**src/rtl/fir_pkg.sv**
```systemverilog
// Shared widths, default coefficients, FSM states and output saturation for the serial FIR.
package fir_pkg;
    localparam int DEF_TAPS  = 5;
    localparam int DEF_DW    = 10;
    localparam int DEF_CW    = 10;
    localparam int DEF_OUT_W = 20;

    typedef enum logic [1:0] {ST_IDLE, ST_MAC, ST_DRAIN, ST_OUT} fir_state_e;

    // Symmetric low-pass default (sfix En8); taps past the table read as zero.
    function automatic int default_coeff(input int idx);
        case (idx)
            0:       return 'h066;
            1:       return 'h0CD;
            2:       return 'h100;
            3:       return 'h0CD;
            4:       return 'h066;
            default: return 0;
        endcase
    endfunction

    // Clamp a sign-extended value into a w-bit signed range.
    function automatic logic signed [63:0] sat_to_out(input logic signed [63:0] v, input int w);
        logic signed [63:0] hi, lo;
        hi = (64'sd1 <<< (w - 1)) - 64'sd1;
        lo = -hi - 64'sd1;
        if (v > hi) return hi;
        if (v < lo) return lo;
        return v;
    endfunction
endpackage

```
**src/rtl/fir_mac_unit.sv**
```systemverilog
// Registered multiply followed by accumulate; saturated view of the accumulator.
module fir_mac_unit
    import fir_pkg::*;
#(
    parameter int DW    = DEF_DW,
    parameter int CW    = DEF_CW,
    parameter int ACC_W = DEF_DW + DEF_CW + 3,
    parameter int OUT_W = DEF_OUT_W
) (
    input  logic                    clk,
    input  logic                    rst_x,
    input  logic                    acc_clr,
    input  logic                    mul_en,
    input  logic signed [CW-1:0]    coeff,
    input  logic signed [DW-1:0]    sample,
    output logic signed [OUT_W-1:0] sat_acc
);
    localparam int PW = DW + CW;

    logic signed [PW-1:0]    prod;
    logic                    prod_vld;
    logic signed [ACC_W-1:0] acc;
    logic signed [63:0]      acc_wide;

    // Product lands one cycle after its tap is presented, and is summed the cycle after that.
    always_ff @(posedge clk) begin
        if (!rst_x || acc_clr) begin
            prod     <= '0;
            prod_vld <= 1'b0;
            acc      <= '0;
        end else begin
            prod_vld <= mul_en;
            if (mul_en)   prod <= PW'(coeff) * PW'(sample);
            if (prod_vld) acc  <= acc + {{(ACC_W-PW){prod[PW-1]}}, prod};
        end
    end

    assign acc_wide = {{(64-ACC_W){acc[ACC_W-1]}}, acc};
    assign sat_acc  = OUT_W'(sat_to_out(acc_wide, OUT_W));
endmodule

```
**src/rtl/fir_serial_mac_ctrl.sv**
```systemverilog
// Serial FIR controller: one shared MAC stepped over TAPS coefficients per accepted sample.
module fir_serial_mac_ctrl
    import fir_pkg::*;
#(
    parameter int TAPS  = DEF_TAPS,
    parameter int DW    = DEF_DW,
    parameter int CW    = DEF_CW,
    parameter int OUT_W = DEF_OUT_W,
    parameter int ACC_W = DW + CW + $clog2(TAPS)
) (
    input  logic                      clk,
    input  logic                      rst_x,
    input  logic                      clear,
    input  logic                      in_valid,
    output logic                      in_ready,
    input  logic signed [DW-1:0]      filter_in,
    output logic                      out_valid,
    input  logic                      out_ready,
    output logic signed [OUT_W-1:0]   filter_out,
    input  logic                      cfg_we,
    input  logic [$clog2(TAPS)-1:0]   cfg_addr,
    input  logic signed [CW-1:0]      cfg_data,
    output logic                      cfg_ready,
    output logic                      busy
);
    localparam int AW = $clog2(TAPS);

    fir_state_e           state, state_nx;
    logic [AW-1:0]        wr_ptr, rd_ptr, tap;
    logic signed [DW-1:0] dline [TAPS];
    logic signed [CW-1:0] coeff [TAPS];
    logic                 accept, last_tap, drain_done;
    logic signed [OUT_W-1:0] sat_acc;

    assign in_ready   = (state == ST_IDLE) && !clear;
    assign accept     = in_valid && in_ready;
    assign cfg_ready  = (state == ST_IDLE);
    assign busy       = (state != ST_IDLE);
    assign out_valid  = (state == ST_OUT);
    assign last_tap   = (tap == AW'(TAPS - 1));
    // DRAIN spans two cycles: fold in the last product, then latch the saturated sum.
    assign drain_done = (state == ST_DRAIN) && (tap != '0);

    always_comb begin
        state_nx = state;
        case (state)
            ST_IDLE:  if (accept)     state_nx = ST_MAC;
            ST_MAC:   if (last_tap)   state_nx = ST_DRAIN;
            ST_DRAIN: if (drain_done) state_nx = ST_OUT;
            ST_OUT:   if (out_ready)  state_nx = ST_IDLE;
            default:                  state_nx = ST_IDLE;
        endcase
        if (clear) state_nx = ST_IDLE;
    end

    always_ff @(posedge clk) begin
        if (!rst_x) state <= ST_IDLE;
        else        state <= state_nx;
    end

    always_ff @(posedge clk) begin
        if (!rst_x || clear) begin
            wr_ptr <= '0;
            rd_ptr <= '0;
            tap    <= '0;
            for (int i = 0; i < TAPS; i++) dline[i] <= '0;
        end else if (accept) begin
            dline[wr_ptr] <= filter_in;
            wr_ptr        <= (wr_ptr == AW'(TAPS - 1)) ? '0 : wr_ptr + 1'b1;
            rd_ptr        <= wr_ptr;
            tap           <= '0;
        end else if (state == ST_MAC) begin
            // Walk backwards from the newest sample so tap k sees the sample k accepts old.
            rd_ptr <= (rd_ptr == '0) ? AW'(TAPS - 1) : rd_ptr - 1'b1;
            tap    <= last_tap ? '0 : tap + 1'b1;
        end else if (state == ST_DRAIN) begin
            tap <= tap + 1'b1;
        end
    end

    always_ff @(posedge clk) begin
        if (!rst_x) begin
            for (int i = 0; i < TAPS; i++) coeff[i] <= CW'(default_coeff(i));
        end else if (cfg_we && cfg_ready && (int'(cfg_addr) < TAPS)) begin
            coeff[cfg_addr] <= cfg_data;
        end
    end

    always_ff @(posedge clk) begin
        if (!rst_x)                   filter_out <= '0;
        else if (drain_done && !clear) filter_out <= sat_acc;
    end

    fir_mac_unit #(
        .DW(DW), .CW(CW), .ACC_W(ACC_W), .OUT_W(OUT_W)
    ) u_mac (
        .clk     (clk),
        .rst_x   (rst_x),
        .acc_clr (accept || clear),
        .mul_en  ((state == ST_MAC) && !clear),
        .coeff   (coeff[tap]),
        .sample  (dline[rd_ptr]),
        .sat_acc (sat_acc)
    );
endmodule

```
**config.mk**
```make
export PLATFORM = sky130hd
export DESIGN_NAME = fir_serial_mac_ctrl
export DESIGN_NICKNAME = d
export VERILOG_FILES = /design/src/rtl/fir_pkg.sv /design/src/rtl/fir_mac_unit.sv /design/src/rtl/fir_serial_mac_ctrl.sv
export SDC_FILE = /design/constraint.sdc
export NUM_CORES = 1
export LEC_CHECK = 0
export ABC_AREA = 1
export BUFFER_PORTS_ARGS = -buffer_cell sky130_fd_sc_hd__buf_4
export CELL_PAD_IN_SITES_DETAIL_PLACEMENT = 0
export CELL_PAD_IN_SITES_GLOBAL_PLACEMENT = 1
export CORE_ASPECT_RATIO = 0.8
export CORE_MARGIN = 2
export CORE_UTILIZATION = 52
export DETAILED_ROUTE_END_ITERATION = 10
export PLACE_DENSITY = 0.91
export SYNTH_ARGS = -nofsm -noshare
export SYNTH_HDL_FRONTEND = slang
export SYNTH_HIERARCHICAL = 1
export SYNTH_SLANG_ARGS = --single-unit
export TNS_END_PERCENT = 50
```
**constraint.sdc**
```tcl
create_clock -name clk -period 10.8 [get_ports clk]
set_input_delay 2.16 -clock clk [delete_from_list [all_inputs] [get_ports clk]]
set_output_delay 2.16 -clock clk [all_outputs]
set_load 0.02 [all_outputs]
```
# After elaboration in Yosys (flattened, before gate mapping)
# Memories as Yosys holds them, arrays and structs flattened. A register that Yosys moved wholly into a read port is not among the register bits.
# Index checks and enable logic that the tools add are counted.
[word_totals]
regBits = 75
elab_cells = 92
output_inout_bits = 24
inputBits = 29
ram_bits = 100
mem_count = 2
[mem_list]
columns = ["memory", "words", "width", "rd", "rd_clocked_by_memory_dff", "wr", "line_no", "rtl"]
rows = [
  ["coeff", 5, 10, 1, 1, 5, "fir_serial_mac_ctrl.sv:31", "logic signed [CW-1:0] coeff [TAPS];"],
  ["dline", 5, 10, 1, 1, 5, "fir_serial_mac_ctrl.sv:30", "logic signed [DW-1:0] dline [TAPS];"],
]
[classes]
n_lt_le_gt_ge = 3
multipliers = 1
n_bitwise = 1
muxes = 41
n_eq_ne = 9
addsub = 4
n_reduce_logical = 23
[ops]
columns = ["op", "count"]
rows = [
  ["20-bit 2-to-1 mux", 4],
  ["10-bit 2-to-1 mux", 5],
  ["3-bit 2-to-1 mux", 13],
  ["23-bit adder", 1],
  ["23-bit by 20-bit greater-than comparator with 1-bit output, second input constant", 1],
  ["23-bit by 20-bit < comparator with 1-bit output, second input constant", 1],
  ["10-bit by 10-bit multiplier with 20-bit output", 1],
  ["10-bit OR reduction", 2],
  ["1-bit 2-to-1 mux", 14],
  ["2-bit 2-to-1 mux", 4],
  ["2-bit one-hot mux with 4 select lines", 1],
  ["1-bit logical AND", 7],
  ["3-bit by 1-bit adder with 3-bit output, second input constant", 2],
  ["3-bit == test, second input constant", 2],
  ["2-bit nonzero test", 3],
  ["2-bit == test, second input constant", 2],
  ["2-bit by 1-bit != test with 1-bit output, second input constant", 2],
  ["2-bit != test, second input constant", 2],
  ["4-bit AND reduction", 1],
  ["2-bit OR reduction", 2],
  ["3-bit zero test", 1],
  ["1-bit logical OR", 3],
  ["3-bit < comparator, second input constant", 1],
  ["3-bit nonzero test", 1],
  ["5 further kinds", 6],
]

# Longest topological paths before layout
[logic_depth]
word_depth = 8
mapped_depth = 30
depth_no_buf = 28

# By module
# The synthesis kept the hierarchy.
[modules_own_cells]
columns = ["module", "cells_each", "seq_area_each_um2", "area_per_inst_um2", "n_inst"]
rows = [
  ["fir_serial_mac_ctrl", 864, 5545.3, 8458.1, 1],
  ["fir_mac_unit", 1092, 880.8, 7509.7, 1],
]

# Worst setup path before layout
# Ideal clock, no wire load.
[synth_path]
kind = "reg2reg"
start = "reg (tool-made name)"
end = "reg u_mac.prod[19]"
period_less_slack_ns = 5.533
setup_slack_ns = 5.267
n_path_buf = 2
setup_ns = 0.056
stages_incl_launch_ff = 28
t_arrival_ns = 5.477
required_ns = 10.744
path_cell_list = "dfxtp_1 -> inv_2 -> clkbuf_1 -> nor2_1 -> o21ai_0 -> nand2_1 -> nand2_1 -> clkbuf_1 -> nand2_1 -> inv_1 -> fa_1 -> inv_1 -> fa_1 -> fa_1 -> inv_1 -> fa_1 -> inv_1 -> fa_1 -> inv_1 -> ha_1 -> a21o_1 -> a21boi_0 -> nand2_1 -> a21oi_1 -> nand3_1 -> nand3_1 -> nand2_1 -> inv_1"
[synth_lines]
columns = ["item", "line_no", "rtl"]
rows = [
  ["to (signal assigned)", "fir_mac_unit.sv:33", "if (mul_en) prod <= PW'(coeff) * PW'(sample);"],
  ["to (decl)", "fir_mac_unit.sv:20", "logic signed [PW-1:0] prod;"],
]

==> flow_summary_export.csv <==
group,metric,value,unit
status,status,"completed",
timing,setup_viol,0,
critical_path,rr_endpoint,"u_mac/prod[17]",
clock_tree,cts-resized-gates,0,
placement,io_buffers,52,
timing,hold_ws,0.486,ns
synth,synth-seq-cells,241,
synth,synthTopCellsByCount,"nand2_1 (358), nor2_1 (331), inv_1 (320)",
synth,yosysTopAreaCell,"edfxtp_1",
floorplan,fp.dieH,161,um
clock_tree,cts_buffer_depth,3,
placement,postPlaceCellArea,0.0167,mm2
synth,synth_async_sr_flop_share,0,%
power_and_ir_drop,p_int,0.00185,W
power_and_ir_drop,pwr-share-seq,36.7,%
final_layout,n_fill_cell,2784,
global_route,grt_pass1_wl,63.6,mm
power_and_ir_drop,ir_drop,0.111,mV
timing,fmax,0.154,GHz
timing,period_share,60.0,%
final_layout,nNetsFinal,2196,
power_and_ir_drop,switching_share,33.4,%
synth,avgSynthCellArea,8.16,um2
timing,relSlewSlack,29.4,%
synth,synth.distinct_cells,45,
critical_path,reg2reg_slack,4.32,ns
global_route,first_global_vias,12500,
critical_path,endpoint_kind,"flop",
synth,postSynthCellCount,1956,
clock_tree,cts_buffers,25,
power_and_ir_drop,power.density,158,mW/mm2
critical_path,cpPeakStageDelay,0.73,ns
global_route,antenna_found_initial,0,
critical_path,arrival,6.91,ns
timing,setup_tns,0,ns
power_and_ir_drop,clockPowerShare,33.8,%
routing,drt-wirelength-per-cell,16.1,um
routing,via_per_inst,5.25,
clock_tree,root_buffer,"clkbuf_16",
worst_hold_path,holdPathStages,2,
timing,tightest_slew,1.06,ns
synth,ys_seq_area_share,40.2,%
synth,post-synth-top-count-cell,"nand2_1",
routing,vias,12700,
timing,finalHoldViolCount,0,
floorplan,ios,53,
global_route,overflow,0,
critical_path,cp_max_fo,41,
synth,ys_top_cells_by_area,"edfxtp_1 (30%), fa_1 (12%), dfxtp_1 (10%)",
floorplan,core_area,0.0303,mm2
worst_hold_path,min_to,"u_mac/prod[2]",
timing,period_minus_slack,6.48,ns
final_layout,area_growth,10.2,%
final_layout,final_util,58.0,%
global_route,grt_start_max_net_pins,42,
timing,rsz0062_at_grt,"no",
routing,drc,0,
routing,dr.pass1.iters,6,
critical_path,cp.required,11.23,ns
clock_tree,clk_pin_slew,0.06,ns
final_layout,multi_input_area,0.00806,mm2
synth,synth_area,0.0160,mm2
final_layout,design_area,0.0176,mm2
placement,gp_congestion,0.899,
placement,dp_hpwl,29.1,mm
power_and_ir_drop,finalPower,0.00277,W
floorplan,die_w,200,um
power_and_ir_drop,p_leak,8.40,nW
power_and_ir_drop,power_frac_comb,29.4,%
critical_path,worst_setup_path_start_kind,"flop",
clock_tree,cts_tree,"built",
floorplan,initial_core_util,52.7,%
power_and_ir_drop,power_switching,0.000926,W
timing,slew_viol_final,0,
synth,yosysWarnings,6,
final_layout,n_antenna_cell,0,
clock_tree,cts_hold_buf,0,
floorplan,fp-row-count,57,
routing,initialDrtViolationCount,1081,
final_layout,regArea,0.00643,mm2
timing,fin_skew,0.0225,ns
synth,synth_edf_count,160,
global_route,grt_use_total,25.2,%
synth,synth_ff_type,"edfxtp_1",
routing,routed_wl,39.0,mm
critical_path,worstRegToRegCells,25,
job,maxCapViolations,0,
critical_path,path_class,"flop to flop",
worst_hold_path,worstHoldStart,"u_mac/prod[2]",
routing,antenna_left,0,
clock_tree,clkSinkCount,241,
clock_tree,insertion_delay,0.55,ns
floorplan,fp.dieArea,0.0321,mm2
final_layout,drive_gt1_share,7.65,%
worst_hold_path,hold_class,"flop to flop",
synth,netlist.area_leader.share,30.1,%
clock_tree,post-cts-setup-buffer-count,0,
clock_tree,h-tree-depth,1,
critical_path,slowest_stage,"fa_1",
-- placed cells by master (no fill, tap or decap), types with 4 or more instances in the layout --
cell type,instances
nand2_1,358
nor2_1,330
inv_1,320
o21ai_0,161
edfxtp_1,160
fa_1,92
a21oi_1,91
ha_1,81
dfxtp_1,81
nand3_1,61
buf_4,59
conb_1,30
clkbuf_16,25
o21ai_1,23
nand4_1,17
xor2_1,17
nand2_2,13
inv_2,11
nor2_2,8
xnor2_1,6
clkinv_1,5
bufinv_16,5
nor2_4,4
nand3_2,4
nor3_1,4
-- through the flow --
| step | instances | setup slack, ns |
|---|---|---|
| global placement | 2380 | 4.44 |
| CTS | 2426 | 4.30 |
| finish | 2426 | 4.32 |
| detailed placement | 2380 | 4.36 |
| global route | 2426 | 3.63 |
| floorplan | 1985 | 5.27 |
-- worst max-delay path, delay by kind of cell, from the launching register on --
kind	cells	cell delay [ns]
DFF	1	0.31
adders and majority gates	6	3.23
and+or+nand+nor	10	1.29
AOI/OAI and AO/OA	2	0.40
buffers and inverters	7	1.09
-- worst max path at each step --
stage | cells past startpoint | startpoint | to | slack (ns)
final | 25 | flop | u_mac/prod[17] | 4.32
after global routing | 26 | flop | u_mac/prod[19] | 3.63
after CTS | 26 | flop | u_mac/prod[19] | 4.30
after detailed placement | 26 | flop | u_mac/prod[19] | 4.36
after global placement | 25 | flop | u_mac/prod[17] | 4.44
after floorplan | 27 | flop | u_mac/prod[19] | 5.27
-- metal layers --
layer  track usage (%)  part of all wire [%]  vias up
li1                  -                     -     6214
met1              36.8                    45     6029
met2              39.6                    44      425
met3              4.01                   8.0       59
met4              5.62                   2.2        0
met5                 0                     0        -
-- registers in the layout (all words and copies together), names as in the netlist, named ones only --
signal          flops
u_mac/prod         20
tap                 3
dline              80
state               2
wr_ptr              3
filter_out         20
u_mac/prod_vld      1
coeff              80
rd_ptr              3
u_mac/acc          23
-- cell type report --
class | instances | area share, %
Multi-Input combinational cell | 1333 | 45.8
Sequential cell | 241 | 36.5
Inverter | 334 | 7.14
Clock buffer | 29 | 3.70
Tap cell | 413 | 2.94
Timing Repair Buffer | 59 | 2.52
Clock inverter | 17 | 1.38
-- kinds of logic (layout without fill, tap and decap cells) --
group	after synthesis	after routing	synth area share, %
compound gates	293	293	9.54
flops	241	241	40.2
simple gates	814	814	21.0
xor+xnor	23	23	1.26
fa+ha+maj	173	173	17.9
buf+inv	411	439	10.0
other cells	1	30	0.0235
-- power by group through the flow --
stage          Sequential, W  Clock (W)  Combinational (W)
6_report             0.00102   0.000939           0.000817
5_1_grt              0.00102   0.000986           0.000937
4_1_cts              0.00102   0.000953           0.000816
3_5_place_dp         0.00104          0           0.000810
3_3_place_gp         0.00104          0           0.000800
2_1_floorplan        0.00104          0           0.000605
Power figures use the tool's default switching activity.
